**src/rtl/barrier_scheduler.sv**
```systemverilog
// barrier_scheduler: frame-paced lane scheduler for the barrier generator,
// with a shrinking gap between barriers and a dodged-barrier counter.
module barrier_scheduler #(
    parameter int unsigned GAP_FRAMES    = 60,
    parameter int unsigned MIN_GAP       = 20,
    parameter int unsigned GAP_STEP      = 4,
    parameter int unsigned SPEEDUP_EVERY = 8,
    parameter int unsigned SHOW_FRAMES   = 150,
    parameter logic [15:0] LFSR_SEED     = 16'hACE1
) (
    input  logic        i_clk,
    input  logic        i_rst_n,
    input  logic        i_v_sync,
    input  logic        i_enable,
    input  logic        i_penguin_hit,
    output logic [1:0]  o_active,
    output logic        o_spawn_pulse,
    output logic [15:0] o_dodged_count,
    output logic [7:0]  o_cur_gap
);

    localparam logic [1:0] S_IDLE = 2'd0;
    localparam logic [1:0] S_GAP  = 2'd1;
    localparam logic [1:0] S_SHOW = 2'd2;

    localparam logic [15:0] SEED      = (LFSR_SEED == 16'h0) ? 16'h0001 : LFSR_SEED;
    localparam logic [15:0] MASK      = 16'hB400;
    localparam logic [7:0]  GAP_INIT  = 8'(GAP_FRAMES);
    localparam logic [7:0]  GAP_MIN   = 8'(MIN_GAP);
    localparam logic [8:0]  STEP9     = 9'(GAP_STEP);
    localparam logic [7:0]  SHOW_LAST = 8'(SHOW_FRAMES - 1);
    localparam logic [7:0]  SPD_LAST  = 8'(SPEEDUP_EVERY - 1);

    logic [2:0]  vs_q;
    logic        frame_tick;
    logic [15:0] lfsr_q, lfsr_d;
    logic [1:0]  lane;
    logic [1:0]  state_q, state_d;
    logic [7:0]  frame_q, frame_d;
    logic [7:0]  bar_q, bar_d;
    logic        hit_q, hit_d;
    logic        hit_now;
    logic [1:0]  active_q, active_d;
    logic        spawn_q, spawn_d;
    logic [15:0] dodged_q, dodged_d;
    logic [7:0]  gap_q, gap_d;
    logic [8:0]  gap_diff;
    logic [7:0]  gap_next;

    // vs_q[1:0] synchronize v_sync, vs_q[2] holds the previous synced level
    assign frame_tick = vs_q[1] & ~vs_q[2];

    assign lfsr_d = {1'b0, lfsr_q[15:1]} ^ (lfsr_q[0] ? MASK : 16'h0000);
    assign lane   = (lfsr_q[1:0] == 2'b00) ? 2'b10 : lfsr_q[1:0];

    // Borrow out of the 9-bit difference means the step overshot zero
    assign gap_diff = {1'b0, gap_q} - STEP9;
    assign gap_next = (gap_diff[8] || (gap_diff[7:0] < GAP_MIN)) ? GAP_MIN
                                                                 : gap_diff[7:0];

    assign hit_now = hit_q | i_penguin_hit;

    always_comb begin
        state_d  = state_q;
        frame_d  = frame_q;
        bar_d    = bar_q;
        hit_d    = hit_q;
        active_d = active_q;
        spawn_d  = 1'b0;
        dodged_d = dodged_q;
        gap_d    = gap_q;
        if (!i_enable) begin
            state_d  = S_IDLE;
            frame_d  = 8'd0;
            active_d = 2'b00;
        end else begin
            unique case (state_q)
                S_IDLE: begin
                    state_d  = S_GAP;
                    frame_d  = 8'd0;
                    active_d = 2'b00;
                end
                S_GAP: begin
                    active_d = 2'b00;
                    if (frame_tick) begin
                        if (frame_q == gap_q - 8'd1) begin
                            state_d  = S_SHOW;
                            active_d = lane;
                            spawn_d  = 1'b1;
                            hit_d    = 1'b0;
                            frame_d  = 8'd0;
                        end else begin
                            frame_d = frame_q + 8'd1;
                        end
                    end
                end
                S_SHOW: begin
                    hit_d = hit_now;
                    if (frame_tick) begin
                        if (frame_q == SHOW_LAST) begin
                            state_d  = S_GAP;
                            frame_d  = 8'd0;
                            active_d = 2'b00;
                            if (!hit_now && dodged_q != 16'hFFFF) begin
                                dodged_d = dodged_q + 16'd1;
                            end
                            if (bar_q == SPD_LAST) begin
                                bar_d = 8'd0;
                                gap_d = gap_next;
                            end else begin
                                bar_d = bar_q + 8'd1;
                            end
                        end else begin
                            frame_d = frame_q + 8'd1;
                        end
                    end
                end
                default: begin
                    state_d  = S_IDLE;
                    frame_d  = 8'd0;
                    active_d = 2'b00;
                end
            endcase
        end
    end

    always_ff @(posedge i_clk) begin
        if (!i_rst_n) begin
            vs_q     <= 3'b000;
            lfsr_q   <= SEED;
            state_q  <= S_IDLE;
            frame_q  <= 8'd0;
            bar_q    <= 8'd0;
            hit_q    <= 1'b0;
            active_q <= 2'b00;
            spawn_q  <= 1'b0;
            dodged_q <= 16'd0;
            gap_q    <= GAP_INIT;
        end else begin
            vs_q     <= {vs_q[1:0], i_v_sync};
            lfsr_q   <= lfsr_d;
            state_q  <= state_d;
            frame_q  <= frame_d;
            bar_q    <= bar_d;
            hit_q    <= hit_d;
            active_q <= active_d;
            spawn_q  <= spawn_d;
            dodged_q <= dodged_d;
            gap_q    <= gap_d;
        end
    end

    assign o_active       = active_q;
    assign o_spawn_pulse  = spawn_q;
    assign o_dodged_count = dodged_q;
    assign o_cur_gap      = gap_q;

endmodule

```
**config.mk**
```make
export PLATFORM = sky130hd
export DESIGN_NAME = barrier_scheduler
export DESIGN_NICKNAME = d
export VERILOG_FILES = /design/src/rtl/barrier_scheduler.sv
export SDC_FILE = /design/constraint.sdc
export NUM_CORES = 1
export LEC_CHECK = 0
export ABC_AREA = 1
export ABC_CLOCK_PERIOD_IN_PS = 4900
export CORE_AREA = 2 2 108 58
export CTS_CLUSTER_DIAMETER = 150
export DETAILED_ROUTE_END_ITERATION = 10
export DIE_AREA = 0 0 110 60
export DONT_BUFFER_PORTS = 1
export MAX_ROUTING_LAYER = met4
export PLACE_DENSITY = 0.75
export SYNTH_ARGS = -nofsm -noshare
export SYNTH_HDL_FRONTEND = slang
export SYNTH_SLANG_ARGS = --single-unit
```
**constraint.sdc**
```tcl
create_clock -name i_clk -period 4.9 [get_ports i_clk]
set_input_delay 1.47 -clock i_clk [delete_from_list [all_inputs] [get_ports i_clk]]
set_output_delay 1.47 -clock i_clk [all_outputs]
set_load 0.005 [all_outputs]
```
==> flow_summary.toml, run 1 <==
[die]
die-height_um = 60
start_util_pct = 57.4
die_x_um = 110
dieArea_mm2 = 0.00660
core_mm2 = 0.00573
fp-row-count = 20
ios = 32

[timing]
maxSlewViolCount = 0
finalHoldViolations = 0
finalClockSkew_ps = 10.0
finalCriticalPeriod_ps = 2360
setup_violations = 0
fin_tns_setup_ps = 0
worstMarginPinSlew_ps = 793
fmax_mhz = 424
fin_crit_sh_pct = 48.2
rsz0062_at_grt = "false"
slew_headroom_pct = 46.9

[clocking]
clock_sinks = 63
hold_buffers = 0
cts-htree-levels = 3
tritoncts = "yes"
cts_buffers = 9
cts_buffer_depth = 2
clkTransAtPathRegs_ps = 80
worstSkewPairLatency_ps = 350
postCtsSetupBuffers = 0
clock-root-buffer = "clkbuf_8"
post_cts_resized = 0

[layout]
postLayoutCoreUtil_pct = 62.4
fin_nets = 456
syn2layout_area_growth_pct = 8.63
drive_above_1_share_pct = 14.2
antenna_cells = 0

[power_and_ir_drop]
cellPowerDensity_mw_per_mm2 = 313
p_total_mw = 1.12
vdd_ir_drop_max_mv = 0.229
leakagePower_nw = 1.48

[synth]
synthCells = 437
ys_seq_area_share_pct = 38.3
yosysWarningCount = 0
ys_types = 39
synthFlopType = "dfxtp_1"
ys_ff_latch = 63
synth_area_mm2 = 0.00329
async_flop_share_pct = 0
synth_edf_count = 0
synth_area_per_cell_um2 = 7.53

[route]
wl_mm = 7.08
post_drt_wl_per_cell_um = 13.6
ant_nets = 0
drt_iter0_markers = 221
post-route-drc-count = 0
via_count = 2765
drtPass1Iterations = 5
vias_per_cell = 5.30

[grt]
use_met2_pct = 32.6
grt_max_degree = 28
met3_usage_pct = 8.62
grt_first_pass_wirelength_mm = 11.9
antenna_found_initial = 0
overflow = 0
grt.busiest_layer = "met1"
grt_use_met1_pct = 36.1
first_global_vias = 2434
gr-usage-all-layers_pct = 25.1

[min_path]
min_to = "lfsr_q[1]"
hp-class = "register to register"
whs_path_depth = 2
min-delay-start = "lfsr_q[2]"

[setup_path]
critPathMaxFanout = 7
worstSetupPathType = "register to output port"
crit_arrival_ps = 890
rr_startpoint = "o_cur_gap[2]"
ff2ff_path_depth = 13
endpoint_kind = "output port"
cp_data_required_time_ps = 3430
reg2reg_slack_ps = 2720
reg2reg_to = "frame_q[6]"
crit_path_start_kind = "register"

[run]
cap_viol_max_count = 0

[placed_design]
place_congestion = 0.933
post-dp-hpwl_mm = 5.21
portBuffers = 0

[outcome]
status = "finished clean"
## cells by family (layout without fill, tap and decap cells)
group	after synthesis	after routing	share of synthesized area [%]
adder cells (fa/ha/maj)	11	11	4.18
other	1	2	0.114
XOR/XNOR	15	15	3.99
buffers and inverters	71	78	9.05
AO/OA/AOI/OAI	54	54	8.79
AND/OR/NAND/NOR	222	222	35.5
flip-flops	63	63	38.3
## cell usage in the layout (no fill, tap or decap), types with 2 or more instances in the layout
cell type and n:
nor3_2 5, nor2_2 3, nand3_4 3, clkbuf_8 9, nor2_1 36, a21oi_1 27, nand4_1 12, clkinv_4 2
dfxtp_1 63, nand3_1 29, nand2_1 87, or2_2 6, nand3_2 5, inv_1 57, nand2_2 10, nor3b_1 3
nor3_1 12, a31oi_1 3, bufinv_16 3, xor2_1 11, nand2_4 2, inv_2 4, ha_1 11, o21ai_0 16
xnor2_1 4, nor2_4 5, conb_1 2, o21ai_1 3
## registers in the layout (all words and copies together) (netlist names)
signal,flops
o_cur_gap,6
lfsr_q,16
hit_q,1
o_spawn_pulse,1
o_active,2
bar_q,8
state_q,2
vs_q,3
frame_q,8
o_dodged_count,16
## how the worst max path moves through the flow
stage / from / to / slack (ps) / cells after the start
6_report: o_cur_gap[4] / o_cur_gap[4] / 2540 / 0
5_1_grt: o_cur_gap[4] / o_cur_gap[4] / 2490 / 0
4_1_cts: o_cur_gap[4] / o_cur_gap[4] / 2520 / 0
2_1_floorplan: i_penguin_hit / o_dodged_count[0] / 2440 / 6
3_5_place_dp: i_enable / o_dodged_count[6] / 2300 / 8
3_3_place_gp: i_penguin_hit / o_dodged_count[0] / 2320 / 6
## routing by layer
| layer | routed length, µm | share of wire, % |
|---|---|---|
| met3 | 522 | 7.4 |
| met2 | 2820 | 40 |
| met1 | 3670 | 52 |
| met5 | 0 | 0 |
| met4 | 60 | 0.85 |
## metrics by stage
step	hold WS, ps	std cells	area, µm²	setup WS, ps
after floorplan	390	438	3290	2440
after global placement	397	506	3330	2320
after detailed placement	397	506	3330	2300
after CTS	415	522	3570	2520
after global routing	435	522	3570	2490
final	413	522	3570	2540
## cells in the mapped netlist, types with 2 or more instances
library cell / number / area [µm²]
a21oi_1: 27 / 135
a31oi_1: 3 / 18.8
buf_4: 3 / 22.5
clkbuf_1: 4 / 15.0
dfxtp_1: 63 / 1260
ha_1: 11 / 138
inv_1: 57 / 214
inv_2: 4 / 15.0
nand2_1: 87 / 327
nand2_2: 10 / 62.6
nand2_4: 2 / 22.5
nand3_1: 29 / 145
nand3_2: 5 / 50.1
nand3_4: 3 / 52.6
nand4_1: 12 / 75.1
nor2_1: 36 / 135
nor2_2: 3 / 18.8
nor2_4: 5 / 56.3
nor3_1: 12 / 60.1
nor3_2: 5 / 50.1
nor3b_1: 3 / 22.5
o21ai_0: 16 / 80.1
o21ai_1: 3 / 15.0
or2_2: 6 / 37.5
xnor2_1: 4 / 35.0
xor2_1: 11 / 96.3
## layout make-up
class	instances	area, µm²
clock buffers	9	124
clock inverters	7	120
fillers	502	2160
inverters	62	238
multi-input cells	304	1730
flip-flops and latches	63	1260
well taps	77	96.3
## power by group
part	total, mW	internal [mW]	switching, mW	leakage (nW)
combinational	0.0389	0.0124	0.0266	0.850
clock	0.554	0.339	0.215	0.120
sequential	0.527	0.522	0.00421	0.513
total	1.12	0.874	0.246	1.48
No activity file was read; power rests on OpenSTA's default activity.
==> run 2, diff against run 1 <==
- ABC_AREA: 1 -> 0
- ABC_CLOCK_PERIOD_IN_PS: 4900 -> 2000
- clock period: 4.9 -> 2 ns (I/O delays scaled with it)
==> run 2 against run 1 <==
Net effect: the run now ends with setup timing left; synthesized cell count is 20% lower; critical path depth is 9 higher; sequential share of layout area is 4.2 points lower; sequential cell count stayed put; die area stayed put; final cell count is 5.4% lower; highest routed layer unchanged.
==> flow_summary.toml, run 2 <==
[route]
wl_mm = 7.49
drt_iter0_markers = 130
post-route-drc-count = 0
post_drt_wl_per_cell_um = 15.2
drtPass1Iterations = 4
ant_nets = 0
vias_per_cell = 5.55
via_count = 2742

[outcome]
failed_checks = "setup timing"
status = "complete, but fails checks"

[synth]
synthFlopType = "dfxtp_1"
async_flop_share_pct = 0
ys_seq_area_share_pct = 40.2
yosysWarningCount = 0
synthCells = 351
synth.top_cell.area_share_pct = 40.2
synth_edf_count = 0
synth_area_per_cell_um2 = 8.93
ys_ff_latch = 63
ys_types = 54
synth_common_cells = "dfxtp_1, nand2_1, and2_1"
synth_area_leaders = "dfxtp_1, xnor2_1, nand2_1"
yosysMostFrequentCell = "dfxtp_1"
yosys.area.top_type = "dfxtp_1"
synth_area_mm2 = 0.00313

[grt]
grt_max_degree = 54
first_global_vias = 2502
overflow = 0
grt_first_pass_wirelength_mm = 12.3
antenna_found_initial = 0
gr-usage-all-layers_pct = 25.7

[timing]
maxSlewViolCount = 0
finalClockSkew_ps = 6.77
whs_ps = 330
finalHoldViolations = 0
fin_crit_sh_pct = 108
rsz0062_at_grt = "true"
finalCriticalPeriod_ps = 2160
fmax_mhz = 463
setup_slack_ps = -162
setup_violations = 20

[layout]
seqCellArea_mm2 = 0.00127
syn2layout_area_growth_pct = 30.2
multiInputGateArea_mm2 = 0.00198
final_common_cell = "buf_4"
antenna_cells = 0
n_fill_cell = 407
fin_nets = 428
final_cell_mix = "buf_4, dfxtp_1, nand2_1"
drive_above_1_share_pct = 30.2

[placed_design]
portBuffers = 0
post-dp-hpwl_mm = 5.24
place_congestion = 0.859

[setup_path]
cp_data_required_time_ps = 2230
worstSetupPathType = "register to register"
crit_path_start_kind = "register"
crit_arrival_ps = 2390
critPathMaxFanout = 5
endpoint_kind = "register"

[power_and_ir_drop]
leakagePower_nw = 1.67
cellPowerDensity_mw_per_mm2 = 593
p_total_mw = 2.42
vdd_ir_drop_max_mv = 0.591

[min_path]
hp-class = "input pin to register"

[clocking]
clkTransAtPathRegs_ps = 70
clock-root-buffer = "clkbuf_8"
cts-htree-levels = 3
cts_buffers = 9
clock_sinks = 63
worstSkewPairLatency_ps = 350
cts_buffer_depth = 2
tritoncts = "yes"

[die]
start_util_pct = 54.7
die-height_um = 60
dieArea_mm2 = 0.00660
ios = 32
fp-row-count = 20
die_x_um = 110
core_mm2 = 0.00573

[run]
cap_viol_max_count = 0
run 2: changes by cell type after synthesis, sizes merged, moves of 7 or more:
cell    change
a21boi      +8
a21oi      -24
and2       +22
inv        -51
nand2      -62
nand2b     +10
nand3      -25
nor2       -25
nor3        -7
or3        +10
xnor2      +13
run 2: power breakdown:
| part | total (mW) | leakage, nW | internal [mW] | switching (mW) |
|---|---|---|---|---|
| registers | 1.30 | 0.513 | 1.28 | 0.0140 |
| logic | 0.123 | 1.06 | 0.0646 | 0.0581 |
| clock network | 0.999 | 0.0928 | 0.487 | 0.513 |
| total | 2.42 | 1.67 | 1.83 | 0.585 |
run 2: layout make-up:
class / instances / share of cell area (%)
clock inverter: 6 / 1.10
inverter: 10 / 0.920
timing repair buffer: 67 / 12.7
sequential: 63 / 31.1
tap: 77 / 2.36
multi-input combinational: 261 / 48.4
clock buffer: 10 / 3.37
run 2: through the flow:
step	instances	worst slack (ps)	setup TNS, ps	instance area, µm²	utilization [%]
global placement	472	-112	-1110	3680	64.2
detailed placement	472	-167	-1480	3680	64.2
global route	494	-239	-3470	4080	71.2
finish	494	-162	-1440	4080	71.2
floorplan	352	-208	-1370	3250	-
CTS	491	-141	-728	4000	69.7
run 2: worst paths after layout:
check             slack [ps]  depth (start not counted)    startpoint           end
setup / recovery        -160                          9  o_cur_gap[3]    frame_q[2]
setup reg to reg        -160                          9  o_cur_gap[3]    frame_q[2]
hold / removal           330                          1       i_rst_n  o_cur_gap[5]
hold reg to reg          410                          1    lfsr_q[12]    lfsr_q[11]
run 2: kinds of logic after synthesis:
| group | after synthesis | share of synthesized area (%) |
|---|---|---|
| xor gates and xnor gates | 27 | 7.98 |
| adders and majority gates | 11 | 4.39 |
| buffers and inverters | 28 | 4.23 |
| other | 1 | 0.120 |
| AOI/OAI and AO/OA | 53 | 12.1 |
| and+or+nand+nor | 163 | 29.4 |
| DFF | 63 | 40.2 |
| muxes | 5 | 1.60 |
run 2: what timing repair did:
action	4_1_cts	5_1_grt
setup endpoints to repair	25	30
resized for setup	22	11
pin swaps	16	20
setup buffers	4	2
cloned	0	1
hold buffers	0	0
run 2: per-layer routing:
metal | vias to the layer above | GRT usage, % | wire [µm]
li1 | 1350 | - | -
met1 | 1287 | 35.6 | 3730
met2 | 89 | 34.4 | 3070
met3 | 16 | 9.49 | 560
met4 | 0 | 7.78 | 133
met5 | - | - | 0
run 2: worst max-delay path, cell delays in order (launching register included):
cell	delay, ps
dfxtp_2	320
inv_2	80
ha_4	130
or3b_4	370
xnor2_1	130
or3_4	370
a21oi_4	180
buf_6	130
nor3b_1	50
a211o_1	270
==> run 3, diff against run 2 <==
- PLACE_DENSITY: 0.75 -> default
- PLACE_DENSITY_LB_ADDON: default -> 0.25
==> run 3 against run 2 <==
Net effect: the run still ends with setup timing left; maximum frequency down 0.19%; first-iteration DRC count up 3.8%; setup slack worse by 4.1 ps; sequential power about the same; hold slack better by 6.7 ps; via count down 2.3%; clock skew down 3.2 ps; die area unchanged; combinational power up 3%; clock power down 2%; core utilization down 1.4 points; wire length down 2.3%; largest power group unchanged.
==> flow_summary.toml, run 3 (same netlist as run 2, synthesis figures left out) <==
[route]
post_drt_wl_per_cell_um = 14.9
post-route-drc-count = 0
via_count = 2678
wl_mm = 7.32
vias_per_cell = 5.47
drt_iter0_markers = 135
drtPass1Iterations = 4
ant_nets = 0

[setup_path]
critPathMaxFanout = 6
rr_startpoint = "o_cur_gap[2]"
endpoint_kind = "register"
ff2ff_path_depth = 9
worstSetupPathType = "register to register"
cp-startpoint = "o_cur_gap[2]"
crit_path_start_kind = "register"
cp_data_required_time_ps = 2240
crit_arrival_ps = 2400

[grt]
grt_max_degree = 54
gr-usage-all-layers_pct = 24.3
antenna_found_initial = 0
grt_first_pass_wirelength_mm = 11.7
first_global_vias = 2420
overflow = 0

[layout]
fin_area_mm2 = 0.00400
syn2layout_area_growth_pct = 27.7
final_common_cell = "buf_4"
finalNonFillerCells = 490
drive_above_1_share_pct = 29.3
antenna_cells = 0
fin_nets = 424
final_cell_mix = "buf_4, dfxtp_1, nand2_1"

[clocking]
clock-root-buffer = "clkbuf_8"
worstSkewPairLatency_ps = 340
clkTransAtPathRegs_ps = 70
cts_buffer_depth = 2
cts-htree-levels = 3
cts_buffers = 9
clock_sinks = 63
tritoncts = "yes"

[die]
fp-row-count = 20
start_util_pct = 54.7
die_x_um = 110
dieArea_mm2 = 0.00660
die-height_um = 60
ios = 32
core_mm2 = 0.00573

[placed_design]
dp_cells = 470
portBuffers = 0
place_congestion = 0.829
dpl-instance-area_mm2 = 0.00367
post-dp-hpwl_mm = 5.22

[timing]
finalClockSkew_ps = 3.56
fin_crit_sh_pct = 108
finalCriticalPeriod_ps = 2170
rsz0062_at_grt = "true"
maxSlewViolCount = 0
whs_ps = 337
fmax_mhz = 462
setup_slack_ps = -166
fin_tns_setup_ps = -1080
finalHoldViolations = 0
setup_violations = 13

[run]
cap_viol_max_count = 0

[min_path]
min-delay-start = "i_rst_n"
hp-class = "input pin to register"
whs_path_depth = 1

[outcome]
status = "complete, but fails checks"
failed_checks = "setup timing"

[power_and_ir_drop]
vdd_ir_drop_max_mv = 0.448
leakagePower_nw = 1.61
cellPowerDensity_mw_per_mm2 = 601
-- run 3: cell count changes in the layout (fill, tap and decap cells not counted), moves of 2 or more --
| cell | change |
|---|---|
| buf_6 | -3 |
| clkinvlp_4 | +2 |
| clkinv_4 | -3 |
| o31ai_4 | +2 |
| o21ai_0 | +2 |
| o21ai_1 | -2 |
-- run 3: layout make-up --
class	instances	area, µm²
repair buffers	63	478
multi-input cells	261	1950
well taps	77	96.3
flip-flops and latches	63	1270
fillers	446	1730
clock buffers	9	124
inverters	10	37.5
clock inverters	7	47.5
-- run 3: repair_timing --
item,in CTS,in global routing
resized for setup,9,17
hold buffers,0,0
pin swaps,4,12
setup buffers,1,2
gates cloned,0,1
endpoints found under the setup margin,25,24
-- run 3: layer usage --
layer  up-vias  GRT usage (%)  wire length (µm)
met3         8           6.87               426
li1       1333              -                 -
met1      1260           35.1              3820
met4         0           7.96                49
met2        77           32.0              3030
met5         -              -                 0
-- run 3: worst paths after layout --
check                    end  slack [ps]
setup / recovery  frame_q[2]        -170
hold / removal    lfsr_q[13]         340
setup reg to reg  frame_q[2]        -170
hold reg to reg    lfsr_q[7]         410
-- run 3: power breakdown --
part / switching [mW] / internal (mW) / total [mW]
registers: 0.0148 / 1.28 / 1.30
logic: 0.0608 / 0.0664 / 0.127
clock network: 0.535 / 0.449 / 0.983
total: 0.610 / 1.80 / 2.41
-- run 3: critical path, stage by stage (launching register included) --
cell     delay (ps)
dfxtp_2         340
inv_2            80
ha_4            120
or3b_4          380
xnor2_1         130
or3_4           390
a21oi_4         180
buf_6           140
nor3b_1          50
a211o_1         250
-- run 3: metrics by stage --
step | utilization [%] | power [mW] | setup WS (ps)
floorplan | - | 1.42 | -208
global placement | 64.0 | 1.44 | -121
detailed placement | 64.0 | 1.44 | -172
CTS | 67.9 | 2.41 | -146
global route | 69.8 | 2.49 | -248
finish | 69.8 | 2.41 | -166
